$ cat src/rtl/alu_seq.sv
// Clocked ALU: single-cycle arithmetic/logic ops, iterative shift-add multiply and
// restoring divide behind a start/busy/done handshake. Define ALU_SAT_EN to saturate ADD/SUB.
module alu_seq #(
    parameter int WIDTH = 16
) (
    input  logic               clk,
    input  logic               rst_n,
    input  logic               start,
    input  logic [3:0]         op,
    input  logic [WIDTH-1:0]   a,
    input  logic [WIDTH-1:0]   b,
    input  logic               use_acc,
    output logic               busy,
    output logic               done,
    output logic [2*WIDTH-1:0] result,
    output logic               ovf,
    output logic               dz
);

    localparam int RW = 2 * WIDTH;
    localparam int SW = $clog2(WIDTH);

    localparam logic [3:0] OP_NOP  = 4'h0;
    localparam logic [3:0] OP_ADD  = 4'h1;
    localparam logic [3:0] OP_SUB  = 4'h2;
    localparam logic [3:0] OP_MUL  = 4'h3;
    localparam logic [3:0] OP_DIV  = 4'h4;
    localparam logic [3:0] OP_MOD  = 4'h5;
    localparam logic [3:0] OP_AND  = 4'h6;
    localparam logic [3:0] OP_OR   = 4'h7;
    localparam logic [3:0] OP_XOR  = 4'h8;
    localparam logic [3:0] OP_NOT  = 4'h9;
    localparam logic [3:0] OP_NAND = 4'hA;
    localparam logic [3:0] OP_NOR  = 4'hB;
    localparam logic [3:0] OP_XNOR = 4'hC;
    localparam logic [3:0] OP_SHL  = 4'hD;
    localparam logic [3:0] OP_SHR  = 4'hE;
    localparam logic [3:0] OP_CLR  = 4'hF;

    typedef enum logic [1:0] {
        ST_IDLE = 2'd0,
        ST_MUL  = 2'd1,
        ST_DIV  = 2'd2
    } state_t;

    state_t            state_q, state_d;
    logic [RW-1:0]     result_q, result_d;
    logic              ovf_q, ovf_d;
    logic              dz_q, dz_d;
    logic              done_q, done_d;
    logic              mod_q, mod_d;
    logic [SW-1:0]     cnt_q, cnt_d;
    logic [RW-1:0]     acc_q, acc_d;
    logic [RW-1:0]     mcand_q, mcand_d;
    logic [WIDTH-1:0]  mplier_q, mplier_d;
    logic [WIDTH-1:0]  rem_q, rem_d;
    logic [WIDTH-1:0]  quo_q, quo_d;
    logic [WIDTH-1:0]  dvsr_q, dvsr_d;

    // Operand A comes from the result register when chaining.
    logic [WIDTH-1:0]  op_a;
    logic [WIDTH-1:0]  add_b;
    logic              add_cin;
    logic              add_co;
    logic [WIDTH-1:0]  add_sum;
    logic              add_ovf;
    logic [WIDTH-1:0]  add_res;
    logic [SW-1:0]     shamt;
    logic [RW-1:0]     mul_acc_nx;
    logic [WIDTH:0]    div_shift;
    logic [WIDTH:0]    div_trial;
    logic              div_ok;
    logic [WIDTH-1:0]  rem_nx;
    logic [WIDTH-1:0]  quo_nx;

    always_comb begin
        op_a    = use_acc ? result_q[WIDTH-1:0] : a;
        add_cin = (op == OP_SUB);
        add_b   = add_cin ? ~b : b;
        {add_co, add_sum} = {1'b0, op_a} + {1'b0, add_b} + {{WIDTH{1'b0}}, add_cin};
        // Carry into the MSB is recovered from the MSB sum bit.
        add_ovf = (op_a[WIDTH-1] ^ add_b[WIDTH-1] ^ add_sum[WIDTH-1]) ^ add_co;
`ifdef ALU_SAT_EN
        if (add_ovf)
            add_res = add_sum[WIDTH-1] ? {1'b0, {(WIDTH-1){1'b1}}} : {1'b1, {(WIDTH-1){1'b0}}};
        else
            add_res = add_sum;
`else
        add_res = add_sum;
`endif
        shamt = b[SW-1:0];

        mul_acc_nx = acc_q + (mplier_q[0] ? mcand_q : {RW{1'b0}});

        // Remainder stays below the divisor, so WIDTH+1 bits hold the trial difference.
        div_shift = {rem_q, quo_q[WIDTH-1]};
        div_trial = div_shift - {1'b0, dvsr_q};
        div_ok    = ~div_trial[WIDTH];
        rem_nx    = div_ok ? div_trial[WIDTH-1:0] : div_shift[WIDTH-1:0];
        quo_nx    = {quo_q[WIDTH-2:0], div_ok};
    end

    always_comb begin
        state_d  = state_q;
        result_d = result_q;
        ovf_d    = ovf_q;
        dz_d     = dz_q;
        done_d   = 1'b0;
        mod_d    = mod_q;
        cnt_d    = cnt_q;
        acc_d    = acc_q;
        mcand_d  = mcand_q;
        mplier_d = mplier_q;
        rem_d    = rem_q;
        quo_d    = quo_q;
        dvsr_d   = dvsr_q;

        case (state_q)
            ST_IDLE: begin
                if (start) begin
                    done_d = 1'b1;
                    ovf_d  = 1'b0;
                    dz_d   = 1'b0;
                    case (op)
                        OP_NOP: begin
                            ovf_d = ovf_q;
                            dz_d  = dz_q;
                        end
                        OP_ADD, OP_SUB: begin
                            result_d = {{WIDTH{add_res[WIDTH-1]}}, add_res};
                            ovf_d    = add_ovf;
                        end
                        OP_MUL: begin
                            done_d   = 1'b0;
                            acc_d    = {RW{1'b0}};
                            mcand_d  = {{WIDTH{1'b0}}, op_a};
                            mplier_d = b;
                            cnt_d    = {SW{1'b0}};
                            state_d  = ST_MUL;
                        end
                        OP_DIV, OP_MOD: begin
                            if (b == {WIDTH{1'b0}}) begin
                                result_d = {RW{1'b0}};
                                dz_d     = 1'b1;
                            end else begin
                                done_d  = 1'b0;
                                rem_d   = {WIDTH{1'b0}};
                                quo_d   = op_a;
                                dvsr_d  = b;
                                mod_d   = (op == OP_MOD);
                                cnt_d   = {SW{1'b0}};
                                state_d = ST_DIV;
                            end
                        end
                        OP_AND:  result_d = {{WIDTH{1'b0}}, op_a & b};
                        OP_OR:   result_d = {{WIDTH{1'b0}}, op_a | b};
                        OP_XOR:  result_d = {{WIDTH{1'b0}}, op_a ^ b};
                        OP_NOT:  result_d = {{WIDTH{1'b0}}, ~op_a};
                        OP_NAND: result_d = {{WIDTH{1'b0}}, ~(op_a & b)};
                        OP_NOR:  result_d = {{WIDTH{1'b0}}, ~(op_a | b)};
                        OP_XNOR: result_d = {{WIDTH{1'b0}}, ~(op_a ^ b)};
                        OP_SHL:  result_d = {{WIDTH{1'b0}}, op_a << shamt};
                        OP_SHR:  result_d = {{WIDTH{1'b0}}, op_a >> shamt};
                        OP_CLR:  result_d = {RW{1'b0}};
                        default: result_d = result_q;
                    endcase
                end
            end
            ST_MUL: begin
                acc_d    = mul_acc_nx;
                mcand_d  = mcand_q << 1;
                mplier_d = mplier_q >> 1;
                cnt_d    = cnt_q + SW'(1);
                if (cnt_q == SW'(WIDTH - 1)) begin
                    result_d = mul_acc_nx;
                    ovf_d    = 1'b0;
                    dz_d     = 1'b0;
                    done_d   = 1'b1;
                    state_d  = ST_IDLE;
                end
            end
            ST_DIV: begin
                rem_d = rem_nx;
                quo_d = quo_nx;
                cnt_d = cnt_q + SW'(1);
                if (cnt_q == SW'(WIDTH - 1)) begin
                    result_d = mod_q ? {{WIDTH{1'b0}}, rem_nx} : {{WIDTH{1'b0}}, quo_nx};
                    ovf_d    = 1'b0;
                    dz_d     = 1'b0;
                    done_d   = 1'b1;
                    state_d  = ST_IDLE;
                end
            end
            default: state_d = ST_IDLE;
        endcase
    end

    always_ff @(posedge clk or negedge rst_n) begin
        if (!rst_n) begin
            state_q  <= ST_IDLE;
            result_q <= {RW{1'b0}};
            ovf_q    <= 1'b0;
            dz_q     <= 1'b0;
            done_q   <= 1'b0;
            mod_q    <= 1'b0;
            cnt_q    <= {SW{1'b0}};
            acc_q    <= {RW{1'b0}};
            mcand_q  <= {RW{1'b0}};
            mplier_q <= {WIDTH{1'b0}};
            rem_q    <= {WIDTH{1'b0}};
            quo_q    <= {WIDTH{1'b0}};
            dvsr_q   <= {WIDTH{1'b0}};
        end else begin
            state_q  <= state_d;
            result_q <= result_d;
            ovf_q    <= ovf_d;
            dz_q     <= dz_d;
            done_q   <= done_d;
            mod_q    <= mod_d;
            cnt_q    <= cnt_d;
            acc_q    <= acc_d;
            mcand_q  <= mcand_d;
            mplier_q <= mplier_d;
            rem_q    <= rem_d;
            quo_q    <= quo_d;
            dvsr_q   <= dvsr_d;
        end
    end

    assign busy   = (state_q != ST_IDLE);
    assign done   = done_q;
    assign result = result_q;
    assign ovf    = ovf_q;
    assign dz     = dz_q;

endmodule

$ cat config.mk
export PLATFORM = sky130hd
export DESIGN_NAME = alu_seq
export DESIGN_NICKNAME = d
export VERILOG_FILES = /design/src/rtl/alu_seq.sv
export SDC_FILE = /design/constraint.sdc
export NUM_CORES = 1
export LEC_CHECK = 0
export ABC_AREA = 1
export CELL_PAD_IN_SITES_DETAIL_PLACEMENT = 1
export CELL_PAD_IN_SITES_GLOBAL_PLACEMENT = 2
export CORE_ASPECT_RATIO = 1.4
export CORE_MARGIN = 8
export CORE_UTILIZATION = 30
export CTS_CLUSTER_SIZE = 20
export DETAILED_ROUTE_END_ITERATION = 10
export PLACE_DENSITY = 0.86
export SLEW_MARGIN = 0
export SYNTH_ARGS = -nofsm -noshare
export SYNTH_HDL_FRONTEND = slang
export SYNTH_SLANG_ARGS = --single-unit
$ cat constraint.sdc
create_clock -name clk -period 2.6 [get_ports clk]
set_input_delay 0.78 -clock clk [delete_from_list [all_inputs] [get_ports clk]]
set_output_delay 0.78 -clock clk [all_outputs]
set_load 0.005 [all_outputs]
==> flow_summary_export.csv <==
group,metric,value,unit
power,p_leak,11.6,nW
place,routabilityCongestion,0.997,
synthesis,yosys.area.top_type,"dfrtp_1",
grt,grt_usage,26.0,%
floorplanning,die_w,207,um
floorplanning,rows,98,
synthesis,synth.area.top_cells,"dfrtp_1, nand2_1, ha_1",
sta,min_period_over_period,107,%
clocking,path_clk_slew,0.09,ns
route,wirelength,76.7,mm
route,routedWlPerCell,21.3,um
place,dp_cells,3504,
worst_setup_path,worstPathRequired,2.96,ns
final_layout,final_cell_mix,"nand2_1, buf_4, inv_1",
grt,met2_usage,46.5,%
worst_setup_path,critPathLaunchType,"primary input",
grt,antenna_found_initial,0,
grt,grt-ovfl-total,0,
worst_setup_path,cp_max_fo,8,
synthesis,synth_seq_cells,170,
place,port_buffers,75,
place,dp_hpwl,59.5,mm
final_layout,mostFrequentLayoutCell,"nand2_1",
clocking,hold_buffers,0,
run_status,violations,"setup timing",
synthesis,synth-main-ff-cell,"dfrtp_1",
synthesis,syn_inst,2475,
final_layout,nets,3081,
power,vdd_drop_max,0.585,mV
final_layout,syn2layout_area_growth,47.4,%
grt,use_met3,2.80,%
clocking,cts_root_buf,"clkbuf_16",
synthesis,async_reset_ff_share,100,%
route,drc,0,
route,vias,18800,
synthesis,synth_cell_types,46,
worst_setup_path,arrival,3.14,ns
final_layout,seq_area,4260,sq um
clocking,insertion_delay,0.48,ns
flow_run,cap_violations,0,
synthesis,yosysWarnings,0,
place,place_area,19800,sq um
worst_setup_path,path_class,"primary input to flip-flop",
clocking,cts_buffer_depth,2,
final_layout,layout-drive-gt1-share,28.3,%
sta,final_hold_viol_count,0,
final_layout,layoutNonFillerInstCount,3598,
sta,finalWorstSetupSlack,-0.182,ns
power,p_per_area,992,nW/um^2
worst_setup_path,end_kind,"flip-flop",
synthesis,synth_edf_count,0,
sta,timing.fmax,0.359,GHz
clocking,htreeDepth,4,
grt,use_met1,28.0,%
sta,worst_pin_slew,0.676,ns
synthesis,synth_seq_area_share,27.9,%
sta,max_slew_margin,54.9,%
floorplanning,initial_core_util,30.1,%
floorplanning,die_h,283,um
route,dr.pass1.iters,5,
route,detail-route-antenna-nets,0,
final_layout,final_cell_area,22500,sq um
sta,rsz0062_at_grt,"true",
floorplanning,coreArea,50600,sq um
sta,finalSetupViolCount,21,
synthesis,netlist_area,15200,sq um
sta,maxSlewViolCount,0,
route,drt-initial-drc-count,1129,
sta,fin_skew,0.0265,ns
grt,grt_busiest_layer,"met2",
clocking,cts-buffers-inserted,17,
hold_path,min_path_type,"primary input to async pin",
synthesis,synth_top_area_share,27.9,%
floorplanning,io_pins,76,
final_layout,n_antenna_cell,0,
clocking,cts_tree,"done",
floorplanning,dieArea,58400,sq um
synthesis,avgSynthCellArea,6.16,sq um
final_layout,multi_input_area,11100,sq um
grt,grt_max_degree,77,
run_status,status,"complete, but fails checks",
sta,fin_crit,2.78,ns
final_layout,fillers,6483,
sta,fin_setup_tns,-2.37,ns
grt,grt_pass1_vias,20200,
sta,fin_hold_ws,0.274,ns
synthesis,syn_nets,2618,
clocking,cts.sinks,170,
worst_setup_path,rrSetupSlack,-0.06,ns
route,avgViaCountPerCell,5.23,
grt,grt_pass1_wl,116,mm
-- cells in the mapped netlist, types with 13 or more instances --
| cell | instances |
|---|---|
| nand2_1 | 928 |
| inv_1 | 289 |
| nand3_1 | 193 |
| nor2_1 | 180 |
| dfrtp_1 | 170 |
| o21ai_0 | 148 |
| a21oi_1 | 124 |
| ha_1 | 100 |
| clkbuf_1 | 50 |
| nand4_1 | 47 |
| a31oi_1 | 31 |
| xor2_1 | 23 |
| buf_2 | 22 |
| o21ai_1 | 21 |
| o211ai_1 | 16 |
| buf_1 | 14 |
| o31ai_1 | 13 |
-- metrics by stage --
| stage | setup WS [ns] | total power, W | utilization, % |
|---|---|---|---|
| floorplan | -0.284 | 0.0110 | - |
| global placement | -1.03 | 0.0171 | 39.0 |
| detailed placement | -1.18 | 0.0175 | 39.0 |
| CTS | -0.0491 | 0.0211 | 42.2 |
| global route | -0.213 | 0.0238 | 44.4 |
| finish | -0.182 | 0.0223 | 44.4 |
-- worst paths after layout --
kind,endpoint,startpoint,depth (start not counted)
setup / recovery,result[30],op[0],15
hold / removal,acc_q[17],rst_n,1
setup reg to reg,result[30],mplier_q[0],16
hold reg to reg,result[21],result[21],2
max in group asynchronous,cnt_q[2],rst_n,2
min in group clk,result[21],result[21],2
-- cell type report --
cell class	count	share of cell area [%]
Clock buffer	17	1.89
Clock inverter	12	0.635
Inverter	297	5.00
Multi-Input combinational cell	1915	49.4
Sequential cell	170	18.9
Tap cell	650	3.62
Timing Repair Buffer	536	20.4
Timing Repair inverter	1	0.0278
-- power by group --
group          switching, W  total [W]  internal (W)
Combinational       0.00922     0.0153       0.00608
Sequential         0.000745    0.00435       0.00360
Clock               0.00124    0.00265       0.00141
Total                0.0112     0.0223        0.0111
-- kinds of logic (layout without fill, tap and decap cells) --
logic type | count (synthesis) | in the layout | synth area share (%)
DFF | 170 | 170 | 27.9
and+or+nand+nor | 1403 | 1405 | 38.2
AOI/OAI and AO/OA | 379 | 379 | 13.5
adders and majority gates | 103 | 103 | 8.60
xor gates and xnor gates | 28 | 28 | 1.61
buffers and inverters | 392 | 863 | 10.2
-- state kept, by name, summed over array words and instances, names as in the netlist --
register,cells
acc_q,32
cnt_q,4
done,1
dvsr_q,16
dz,1
mcand_q,32
mod_q,1
mplier_q,16
ovf,1
quo_q,16
rem_q,16
result,32
state_q,2
-- worst max-delay path, cell delays in order --
cell      delay, ns
buf_8          0.10
nor2_4         0.13
buf_6          0.16
nand2_8        0.11
xor2_1         0.16
ha_1           0.33
a21oi_2        0.29
o31ai_4        0.11
a21oi_2        0.21
buf_4          0.16
nand3b_4       0.15
nand4_4        0.22
nand2_1        0.08
nand2_1        0.07
nand2_1        0.06
-- what timing repair did --
item                       4_1_cts  5_1_grt
pin swaps                       87      112
setup endpoints to repair       88       51
buffers inserted                37       24
resized for setup              237      228
gates cloned                     3        1
-- layer usage --
layer / routed length (um) / part of all wire, % / up-vias
met5: 0 / 0 / -
li1: - / - / 8911
met2: 38700 / 50 / 439
met1: 29100 / 38 / 9246
met4: 6540 / 8.5 / 0
met3: 2370 / 3.1 / 223
No activity file was read; power rests on OpenSTA's default activity.
